## src/rtl/linebuf_pkg.sv

```systemverilog
// Shared definitions for the sprite line-buffer controller.
// Holds the display sequencer state type, pixel constants and parameter defaults.
package linebuf_pkg;

    localparam int DEF_ADDRWIDTH = 9;
    localparam int DEF_DATAWIDTH = 12;
    localparam int DEF_LINE_W    = 384;

    // Colour index 0 is transparent: such pixels are never written.
    localparam logic [3:0] TRANSPARENT_IDX = 4'h0;
    // Every bit of a cleared line-buffer entry takes this value.
    localparam logic       CLEAR_BIT       = 1'b0;

    typedef enum logic [1:0] {
        RD_IDLE  = 2'd0,
        RD_READ  = 2'd1,
        RD_CLEAR = 2'd2
    } rd_state_e;

    function automatic logic is_opaque(input logic [3:0] idx);
        return idx != TRANSPARENT_IDX;
    endfunction

endpackage

```

## src/rtl/linebuf_rd_fsm.sv

```systemverilog
// Display-side read/clear sequencer for one RAM port B.
// The caller muxes port_* onto the buffer named by port_buf and feeds back
// the read data of the buffer named by rd_buf.
module linebuf_rd_fsm
    import linebuf_pkg::*;
#(
    parameter int ADDRWIDTH = DEF_ADDRWIDTH,
    parameter int DATAWIDTH = DEF_DATAWIDTH,
    parameter int LINE_W    = DEF_LINE_W
) (
    input  logic                 clk,
    input  logic                 rst_n,
    input  logic                 pix_ce,
    input  logic [ADDRWIDTH-1:0] pix_x,
    input  logic                 disp_sel,
    input  logic [DATAWIDTH-1:0] q_b,
    output logic                 port_act,
    output logic                 port_buf,
    output logic [ADDRWIDTH-1:0] port_addr,
    output logic                 port_wren,
    output logic                 rd_buf,
    output logic [DATAWIDTH-1:0] pix_out,
    output logic                 pix_valid,
    output logic                 err_overrun
);

    localparam logic [ADDRWIDTH:0] LINE_W_C = (ADDRWIDTH + 1)'(LINE_W);

    rd_state_e              state_q, state_d;
    logic [ADDRWIDTH-1:0]   x_q, x_d;
    logic                   buf_q, buf_d;
    logic                   oor_q, oor_d;
    logic [DATAWIDTH-1:0]   pix_out_q, pix_out_d;
    logic                   pix_valid_q, pix_valid_d;
    logic                   err_q, err_d;
    logic                   start;
    logic                   x_in_range;

    // Next state, port B drive and pixel capture.
    // The clear is issued in READ: the RAM returns the old word that cycle and
    // the zero lands at the closing edge, leaving CLEAR free to start a new read.
    always_comb begin
        state_d     = state_q;
        x_d         = x_q;
        buf_d       = buf_q;
        oor_d       = oor_q;
        pix_out_d   = pix_out_q;
        pix_valid_d = 1'b0;
        err_d       = err_q;
        port_act    = 1'b0;
        port_buf    = buf_q;
        port_addr   = x_q;
        port_wren   = 1'b0;
        start       = 1'b0;
        x_in_range  = {1'b0, pix_x} < LINE_W_C;

        case (state_q)
            RD_IDLE: begin
                start = pix_ce;
            end
            RD_READ: begin
                if (pix_ce) begin
                    err_d = 1'b1;
                end
                pix_out_d   = oor_q ? '0 : q_b;
                pix_valid_d = 1'b1;
                port_act    = ~oor_q;
                port_wren   = ~oor_q;
                state_d     = RD_CLEAR;
            end
            RD_CLEAR: begin
                start   = pix_ce;
                state_d = RD_IDLE;
            end
            default: begin
                state_d = RD_IDLE;
            end
        endcase

        if (start) begin
            state_d   = RD_READ;
            x_d       = pix_x;
            buf_d     = disp_sel;
            oor_d     = ~x_in_range;
            port_act  = x_in_range;
            port_buf  = disp_sel;
            port_addr = pix_x;
        end
    end

    // Sequencer state and latched request.
    always_ff @(posedge clk or negedge rst_n) begin
        if (!rst_n) begin
            state_q     <= RD_IDLE;
            x_q         <= '0;
            buf_q       <= 1'b0;
            oor_q       <= 1'b0;
            pix_out_q   <= '0;
            pix_valid_q <= 1'b0;
            err_q       <= 1'b0;
        end else begin
            state_q     <= state_d;
            x_q         <= x_d;
            buf_q       <= buf_d;
            oor_q       <= oor_d;
            pix_out_q   <= pix_out_d;
            pix_valid_q <= pix_valid_d;
            err_q       <= err_d;
        end
    end

    // Registered outputs.
    always_comb begin
        rd_buf      = buf_q;
        pix_out     = pix_out_q;
        pix_valid   = pix_valid_q;
        err_overrun = err_q;
    end

endmodule

```

## src/rtl/linebuf_ctrl.sv

```systemverilog
// Ping-pong sprite line-buffer controller driving two external dual-port RAMs.
// Port A of the render buffer takes renderer writes; port B of the display
// buffer is read then cleared per displayed pixel.
// Optional: define LINEBUF_STATS_EN to add the wr_count output.
module linebuf_ctrl
    import linebuf_pkg::*;
#(
    parameter int ADDRWIDTH = DEF_ADDRWIDTH,
    parameter int DATAWIDTH = DEF_DATAWIDTH,
    parameter int LINE_W    = DEF_LINE_W
) (
    input  logic                 CLK,
    input  logic                 nRESET,
    input  logic                 line_swap,
    input  logic                 wr_valid,
    output logic                 wr_ready,
    input  logic [ADDRWIDTH-1:0] wr_x,
    input  logic [DATAWIDTH-1:0] wr_data,
    input  logic                 pix_ce,
    input  logic [ADDRWIDTH-1:0] pix_x,
    output logic [DATAWIDTH-1:0] pix_out,
    output logic                 pix_valid,
    output logic                 err_overrun,
`ifdef LINEBUF_STATS_EN
    output logic [ADDRWIDTH:0]   wr_count,
`endif
    output logic [ADDRWIDTH-1:0] buf0_addr_a,
    output logic [DATAWIDTH-1:0] buf0_data_a,
    output logic                 buf0_wren_a,
    output logic [ADDRWIDTH-1:0] buf0_addr_b,
    output logic [DATAWIDTH-1:0] buf0_data_b,
    output logic                 buf0_wren_b,
    input  logic [DATAWIDTH-1:0] buf0_q_b,
    output logic [ADDRWIDTH-1:0] buf1_addr_a,
    output logic [DATAWIDTH-1:0] buf1_data_a,
    output logic                 buf1_wren_a,
    output logic [ADDRWIDTH-1:0] buf1_addr_b,
    output logic [DATAWIDTH-1:0] buf1_data_b,
    output logic                 buf1_wren_b,
    input  logic [DATAWIDTH-1:0] buf1_q_b
);

    localparam logic [ADDRWIDTH:0] LINE_W_C = (ADDRWIDTH + 1)'(LINE_W);

    logic                 sel_q, sel_d;
    logic [ADDRWIDTH-1:0] wr_addr_q, wr_addr_d;
    logic [DATAWIDTH-1:0] wr_data_q, wr_data_d;
    logic                 wr_en_q, wr_en_d;
    logic                 wr_buf_q, wr_buf_d;
    logic                 accept;
    logic                 commit;

    logic                 rd_act;
    logic                 rd_port_buf;
    logic [ADDRWIDTH-1:0] rd_addr;
    logic                 rd_wren;
    logic                 rd_buf;
    logic [DATAWIDTH-1:0] rd_q;

    // Render request acceptance and buffer-select toggle.
    // The target buffer is captured with the request so a write accepted just
    // before a swap still lands in the old render buffer.
    always_comb begin
        wr_ready  = ~line_swap;
        accept    = wr_valid & ~line_swap;
        commit    = accept & ({1'b0, wr_x} < LINE_W_C) & is_opaque(wr_data[3:0]);
        sel_d     = sel_q ^ line_swap;
        wr_addr_d = wr_addr_q;
        wr_data_d = wr_data_q;
        wr_buf_d  = wr_buf_q;
        wr_en_d   = commit;
        if (accept) begin
            wr_addr_d = wr_x;
            wr_data_d = wr_data;
            wr_buf_d  = sel_q;
        end
    end

    // Buffer select and registered port A request.
    always_ff @(posedge CLK or negedge nRESET) begin
        if (!nRESET) begin
            sel_q     <= 1'b0;
            wr_addr_q <= '0;
            wr_data_q <= '0;
            wr_en_q   <= 1'b0;
            wr_buf_q  <= 1'b0;
        end else begin
            sel_q     <= sel_d;
            wr_addr_q <= wr_addr_d;
            wr_data_q <= wr_data_d;
            wr_en_q   <= wr_en_d;
            wr_buf_q  <= wr_buf_d;
        end
    end

    // Port A steering: only the captured target buffer sees the write.
    always_comb begin
        buf0_addr_a = wr_buf_q ? '0 : wr_addr_q;
        buf0_data_a = wr_buf_q ? '0 : wr_data_q;
        buf0_wren_a = wr_en_q & ~wr_buf_q;
        buf1_addr_a = wr_buf_q ? wr_addr_q : '0;
        buf1_data_a = wr_buf_q ? wr_data_q : '0;
        buf1_wren_a = wr_en_q & wr_buf_q;
    end

    linebuf_rd_fsm #(
        .ADDRWIDTH (ADDRWIDTH),
        .DATAWIDTH (DATAWIDTH),
        .LINE_W    (LINE_W)
    ) u_rd_fsm (
        .clk         (CLK),
        .rst_n       (nRESET),
        .pix_ce      (pix_ce),
        .pix_x       (pix_x),
        .disp_sel    (~sel_q),
        .q_b         (rd_q),
        .port_act    (rd_act),
        .port_buf    (rd_port_buf),
        .port_addr   (rd_addr),
        .port_wren   (rd_wren),
        .rd_buf      (rd_buf),
        .pix_out     (pix_out),
        .pix_valid   (pix_valid),
        .err_overrun (err_overrun)
    );

    // Port B steering and read-data select for the display sequencer.
    always_comb begin
        rd_q        = rd_buf ? buf1_q_b : buf0_q_b;
        buf0_addr_b = (rd_act && !rd_port_buf) ? rd_addr : '0;
        buf0_wren_b = rd_wren & ~rd_port_buf;
        buf0_data_b = {DATAWIDTH{CLEAR_BIT}};
        buf1_addr_b = (rd_act && rd_port_buf) ? rd_addr : '0;
        buf1_wren_b = rd_wren & rd_port_buf;
        buf1_data_b = {DATAWIDTH{CLEAR_BIT}};
    end

`ifdef LINEBUF_STATS_EN
    logic [ADDRWIDTH:0] cnt_q, cnt_d;
    logic [ADDRWIDTH:0] wr_count_q, wr_count_d;

    // Per-line opaque write counter, saturating, snapshotted on swap.
    always_comb begin
        cnt_d      = cnt_q;
        wr_count_d = wr_count_q;
        if (commit && (cnt_q != '1)) begin
            cnt_d = cnt_q + (ADDRWIDTH + 1)'(1);
        end
        if (line_swap) begin
            wr_count_d = cnt_q;
            cnt_d      = '0;
        end
    end

    // Statistics registers.
    always_ff @(posedge CLK or negedge nRESET) begin
        if (!nRESET) begin
            cnt_q      <= '0;
            wr_count_q <= '0;
        end else begin
            cnt_q      <= cnt_d;
            wr_count_q <= wr_count_d;
        end
    end

    // Statistics output.
    always_comb begin
        wr_count = wr_count_q;
    end
`else
    // Statistics disabled: no counter state.
`endif

endmodule

```

## config.mk

```make
export PLATFORM = sky130hd
export DESIGN_NAME = linebuf_ctrl
export DESIGN_NICKNAME = d
export VERILOG_FILES = /design/src/rtl/linebuf_pkg.sv /design/src/rtl/linebuf_rd_fsm.sv /design/src/rtl/linebuf_ctrl.sv
export SDC_FILE = /design/constraint.sdc
export NUM_CORES = 1
export LEC_CHECK = 0
export BUFFER_PORTS_ARGS = -buffer_cell sky130_fd_sc_hd__clkbuf_2
export CAP_MARGIN = 20
export CORE_ASPECT_RATIO = 1.25
export CORE_MARGIN = 2
export CORE_UTILIZATION = 40
export CTS_CLUSTER_DIAMETER = 80
export DETAILED_ROUTE_END_ITERATION = 10
export PLACE_DENSITY = 0.76
export SLEW_MARGIN = 20
export SYNTH_ARGS = -nofsm -noshare
export SYNTH_HDL_FRONTEND = slang
export SYNTH_SLANG_ARGS = --single-unit
```

## constraint.sdc

```tcl
create_clock -name CLK -period 1.35 [get_ports CLK]
set_input_delay 0.2025 -clock CLK [delete_from_list [all_inputs] [get_ports CLK]]
set_output_delay 0.2025 -clock CLK [all_outputs]
set_load 0.05 [all_outputs]
```

## Yosys cells after proc, flatten, opt, wreduce, memory -nomap -nowiden

Index checks and enable logic that the tools add are counted.

| word-level totals | value |
|---|---|
| ROM bits | 0 |
| bits in latches | 0 |
| register bits | 51 |
| memories | 0 |
| word-level logic and storage cells | 54 |
| input port bits | 59 |
| memory bits (writable) | 0 |

| cells by class | value |
|---|---|
| div/mod/pow operators | 0 |
| magnitude comparators | 2 |
| bitwise gates (word level) | 14 |
| add/sub/neg operators | 0 |
| mux-type cells | 16 |
| reduce and logical (&&, ||, !) cells | 7 |
| eq/ne operators | 3 |
| shift operators | 0 |
| $mul | 0 |

Operators by type and width:

| operator | number |
|---|---|
| 12-bit two-way mux | 4 |
| 9-bit two-way mux | 5 |
| 9-bit < comparator, second input constant | 2 |
| 1-bit AND | 7 |
| 1-bit inverter | 6 |
| 1-bit two-way mux | 5 |
| 2-bit one-hot mux with 2 select lines | 1 |
| 4-bit nonzero test | 1 |
| 2-bit by 1-bit equality test with 1-bit output, second input constant | 1 |
| 2-bit equality test, second input constant | 1 |
| 1-bit logical AND | 2 |
| 2-bit logical NOT | 1 |
| 2-bit two-way mux | 1 |
| 2-bit by 1-bit inequality test with 1-bit output, second input constant | 1 |
| 2-bit AND reduction | 1 |
| 2-bit OR reduction | 1 |
| 1-bit logical NOT | 1 |
| 1-bit XOR | 1 |

## Logic depth before layout (Yosys ltp)

| depth | value |
|---|---|
| depth in word-level cells | 7 |
| mapped depth | 6 |
| gate-level depth less buffers | 4 |

## Modules after synthesis

A second synthesis with hierarchy kept.

| second synthesis, totals | value |
|---|---|
| cell total of the unflattened synthesis | 238 |
| area total of the unflattened synthesis | 2924.1 sq um |

Modules (own cells, without submodules):

| module | sequential area each (sq um) | instances | cells an instance | area an instance (sq um) |
|---|---|---|---|---|
| linebuf_ctrl | 600.6 | 1 | 164 | 1761.7 |
| linebuf_rd_fsm | 675.6 | 1 | 74 | 1162.4 |

## Least setup slack after synthesis

No wires, ideal clock.

| timing path | value |
|---|---|
| kind | register -> output |
| from | register u_rd_fsm.state_q[0] |
| to | output buf1_addr_b[8] |
| arrival | 1811 ps |
| stages on the path, launching flop included | 7 |
| data required time | 1148 ps |
| path slack | -664 ps |
| cell sequence | dfrtp_1 nand2b_1 inv_1 buf_4 buf_4 nand3b_1 a21oi_1 |

| on the way | value |
|---|---|
| cells in the longest elaborated chain, start to end | 6 |

RTL lines:

| element | line | text |
|---|---|---|
| from (decl) | linebuf_rd_fsm.sv:29 | `rd_state_e state_q, state_d;` |
| from (signal assigned) | linebuf_rd_fsm.sv:102 | `state_q <= state_d;` |
| 2-bit equality test or 2-bit logical NOT (tied branches) | linebuf_rd_fsm.sv:57 | `case (state_q)` |
| 2-bit OR reduction (no line) | -- |  |
| 1-bit two-way mux | linebuf_rd_fsm.sv:57 |  |
| 1-bit two-way mux, on equally long branches | -- |  |
| 1-bit logical AND | linebuf_ctrl.sv:133 | `buf1_addr_b = (rd_act && rd_port_buf) ? rd_addr : '0;` |
| 9-bit two-way mux (*) | linebuf_ctrl.sv:133 |  |
| to (decl) | linebuf_ctrl.sv:37 | `output logic [ADDRWIDTH-1:0] buf1_addr_b,` |

Mark *: on every way between the ends. The rest lies on a longest branch, timed or not.

## Worst setup path in the final report

| timing path | value |
|---|---|
| from | register u_rd_fsm.state_q[1] |
| to | output buf0_addr_b[2] |

| on the way | value |
|---|---|
| cells in the longest elaborated chain, start to end | 7 |

RTL lines:

| element | line | text |
|---|---|---|
| 2-bit equality test or 2-bit logical NOT (tied branches) | linebuf_rd_fsm.sv:57 |  |
| 2-bit OR reduction (no line) | -- |  |
| 1-bit two-way mux | linebuf_rd_fsm.sv:57 |  |
| 1-bit two-way mux | -- |  |
| 1-bit logical NOT | linebuf_ctrl.sv:130 | `buf0_addr_b = (rd_act && !rd_port_buf) ? rd_addr : '0;` |
| 1-bit logical AND | linebuf_ctrl.sv:130 |  |
| 9-bit two-way mux (*) | linebuf_ctrl.sv:130 |  |
| to (decl) | linebuf_ctrl.sv:30 | `output logic [ADDRWIDTH-1:0] buf0_addr_b,` |

Marked as above.

==> out/results.tsv <==
stage	metric	value	unit
synth	synth_warnings	0	
synth	async_flop_share	100	%
critical_path	cp.arrival	1.73	ns
timing	fin_ws	-0.587	ns
detailed_routing	drtIter0Drc	90	
timing	setup_viol	74	
layout	syn2layout_area_growth	83.5	%
global_route	grt_pass1_vias	2973	
clocking	worstSkewPairLatency	0.30	ns
power	power_density	2030	mW/mm2
synth	yosys.area.top_type_share	44.4	%
timing	fin_crit_sh	144	%
die	fp.dieW	79.8	um
synth	syn_area_per_cell	9.49	um2
synth	ys_ff_latch	51	
status	status	complete, but fails checks	
global_route	grt_usage	24.9	%
die	core	0.00698	mm2
clocking	cts-buffers-inserted	5	
timing	hold_viol_final	0	
clocking	clk_pin_slew	0.09	ns
flow_run	drv_cap	0	
clocking	h-tree-depth	2	
detailed_routing	num_vias	2823	
clocking	clockBufferDepth	2	
detailed_routing	routed_wl	10000	um
clocking	ctsRootBufferMaster	clkbuf_8	
timing	fin_crit	1.94	ns
synth	ys.flop_type	dfrtp_1	
critical_path	required	1.15	ns
layout	fillers	436	
timing	rsz0062_at_grt	yes	
status	failed_checks	setup timing	
clocking	clkSinkCount	51	
die	die_area	0.00789	mm2
die	start_util	41.2	%
place	port_buffers	137	
timing	fmax	0.516	GHz
critical_path	criticalPathCategory	reg2out	
layout	final_nets	521	
min_path	hold_class	in2reg	
critical_path	path_max_fanout	10	
detailed_routing	routed_via_density	5.11	
detailed_routing	ant_nets	0	
synth	synthTopCellsByArea	dfrtp_1, mux2_2, buf_4	
synth	syn_area	0.00288	mm2
detailed_routing	wl_per_cell	18.1	um
synth	synth-edff-count	0	
global_route	grt_overflow	0	
die	pin_count	162	
power	total_leakage_power	2.50	nW
synth	syn_inst	303	
global_route	grt_pass1_wl	15200	um
detailed_routing	drc	0	
global_route	use_met3	6.41	%
power	power	10.7	mW
layout	drive_above_1_share	61.3	%
timing	slew_violations	0	
layout	antenna_cells	0	
synth	ys_seq_area_share	44.4	%
critical_path	end_kind	output port	
critical_path	cpPeakStageDelay	0.40	ns
global_route	grt.met1_usage	27.6	%
global_route	antenna_found_initial	0	
synth	yosysTopAreaCell	dfrtp_1	
global_route	grt_busiest_layer	met2	
die	fp.dieH	98.8	um
critical_path	start_kind	register	
clocking	tritoncts	yes	
global_route	use_met2	44.5	%
critical_path	cp_slowest_cell	or3b_4	
place	place.gp.congestion	0.769	
critical_path	crit_chain	or3b_4 -> a21boi_4 -> buf_12 -> a21oi_2 -> buf_8	
detailed_routing	drtPass1Iterations	4	
synth	synth_cell_types	26	
global_route	grt_max_degree	32	
die	fp-row-count	34	
timing	skew	0.00492	ns
place	dp_hpwl	5320	um
power	irDropWorstVdd	1.27	mV
timing	worst_hold_slack	0.126	ns
==> area by class of cell <==
| cell class | instances | area (um2) | share of cell area, % |
|---|---|---|---|
| timing repair buffer | 174 | 1930 | 36.7 |
| multi-input combinational | 225 | 1820 | 34.6 |
| sequential | 51 | 1280 | 24.2 |
| tap | 90 | 113 | 2.13 |
| clock buffer | 6 | 72.6 | 1.38 |
| clock inverter | 1 | 30.0 | 0.569 |
| inverter | 5 | 23.8 | 0.451 |
==> timing repair <==
| item | CTS | global route |
|---|---|---|
| setup buffers | 7 | 2 |
| hold endpoints to repair | 51 | 0 |
| pin swaps | 0 | 9 |
| cloned | 7 | 2 |
| hold buffers | 1 | 0 |
| resized for setup | 197 | 94 |
| setup endpoints to repair | 67 | 72 |
==> registers in the layout, indices dropped and copies added, names as in the netlist, 2 cells and up <==
signal,count
u_rd_fsm.state_q,2
wr_addr_q,9
u_rd_fsm.x_q,9
wr_data_q,12
u_rd_fsm.pix_out,12
==> Yosys cell counts, types with 2 or more instances <==
cell,n
a21oi_2,10
dfrtp_1,51
mux2i_1,12
a21oi_1,8
mux2_2,22
nand2_1,44
buf_4,28
nor2b_1,23
nand3b_1,9
and2_1,22
nand3_1,27
nor2_1,3
nand2b_1,2
o21ai_0,14
clkbuf_1,12
buf_2,3
inv_1,4
==> worst max-delay path, delay by kind of cell, from the launching register on <==
family / cells / cell delay (ns)
AOI/OAI and AO/OA: 2 / 0.32
DFF: 1 / 0.38
and+or+nand+nor: 1 / 0.40
buffers and inverters: 2 / 0.32
==> cell families (layout without fill, tap and decap cells) <==
| logic type | Yosys count | in the layout | share of synthesized area, % |
|---|---|---|---|
| mux | 34 | 34 | 12.8 |
| other cells | 1 | 24 | 0.130 |
| xor+xnor | 1 | 1 | 0.305 |
| simple gates | 132 | 132 | 24.0 |
| compound gates | 34 | 34 | 7.79 |
| flops | 51 | 51 | 44.4 |
| buf+inv | 50 | 186 | 10.6 |
==> per-stage QoR <==
stage               TNS (ns)  util, %  std cells  worst slack (ns)  cell area [um2]
floorplan              -7.05        -        326            -0.303             3150
global placement      -10.51     55.3        528            -0.586             3860
detailed placement    -11.51     55.3        528            -0.655             3860
CTS                   -20.31     72.9        550            -0.574             5080
global route          -22.30     75.6        552            -0.628             5280
finish                -19.10     75.6        552            -0.587             5280
==> final timing paths <==
check	startpoint	endpoint	slack [ns]	cells past startpoint
worst max-delay path	u_rd_fsm.state_q[1]	buf0_addr_b[2]	-0.59	5
worst min-delay path	pix_x[4]	u_rd_fsm.x_q[4]	0.13	3
max in group asynchronous	nRESET	u_rd_fsm.x_q[2]	0.53	3
worst max register to register	u_rd_fsm.state_q[1]	u_rd_fsm.pix_out[1]	-0.06	5
worst min register to register	u_rd_fsm.err_overrun	u_rd_fsm.err_overrun	0.47	1
min in group asynchronous	nRESET	wr_data_q[10]	0.53	3
==> report_power, final <==
part           switching [mW]  internal, mW
clock network           0.478         0.544
registers               0.245          1.81
logic                    4.26          3.40
==> cell usage in the layout, fill, tap and decap left out, drive strengths merged, types with 18 or more instances in the layout <==
cell	n
a21oi	18
and2	22
buf	94
clkbuf	85
conb	24
dfrtp	51
mux2	22
nand2	44
nand3	27
nor2b	23
==> layer usage <==
metal | up-vias | part of all wire, % | routed length, um
met1 | 1375 | 35 | 3550
li1 | 1273 | - | -
met3 | 28 | 7.9 | 787
met5 | - | 0 | 0
met4 | 0 | 3.5 | 347
met2 | 147 | 53 | 5320
Note: power is estimated with default switching activity, not from simulation.
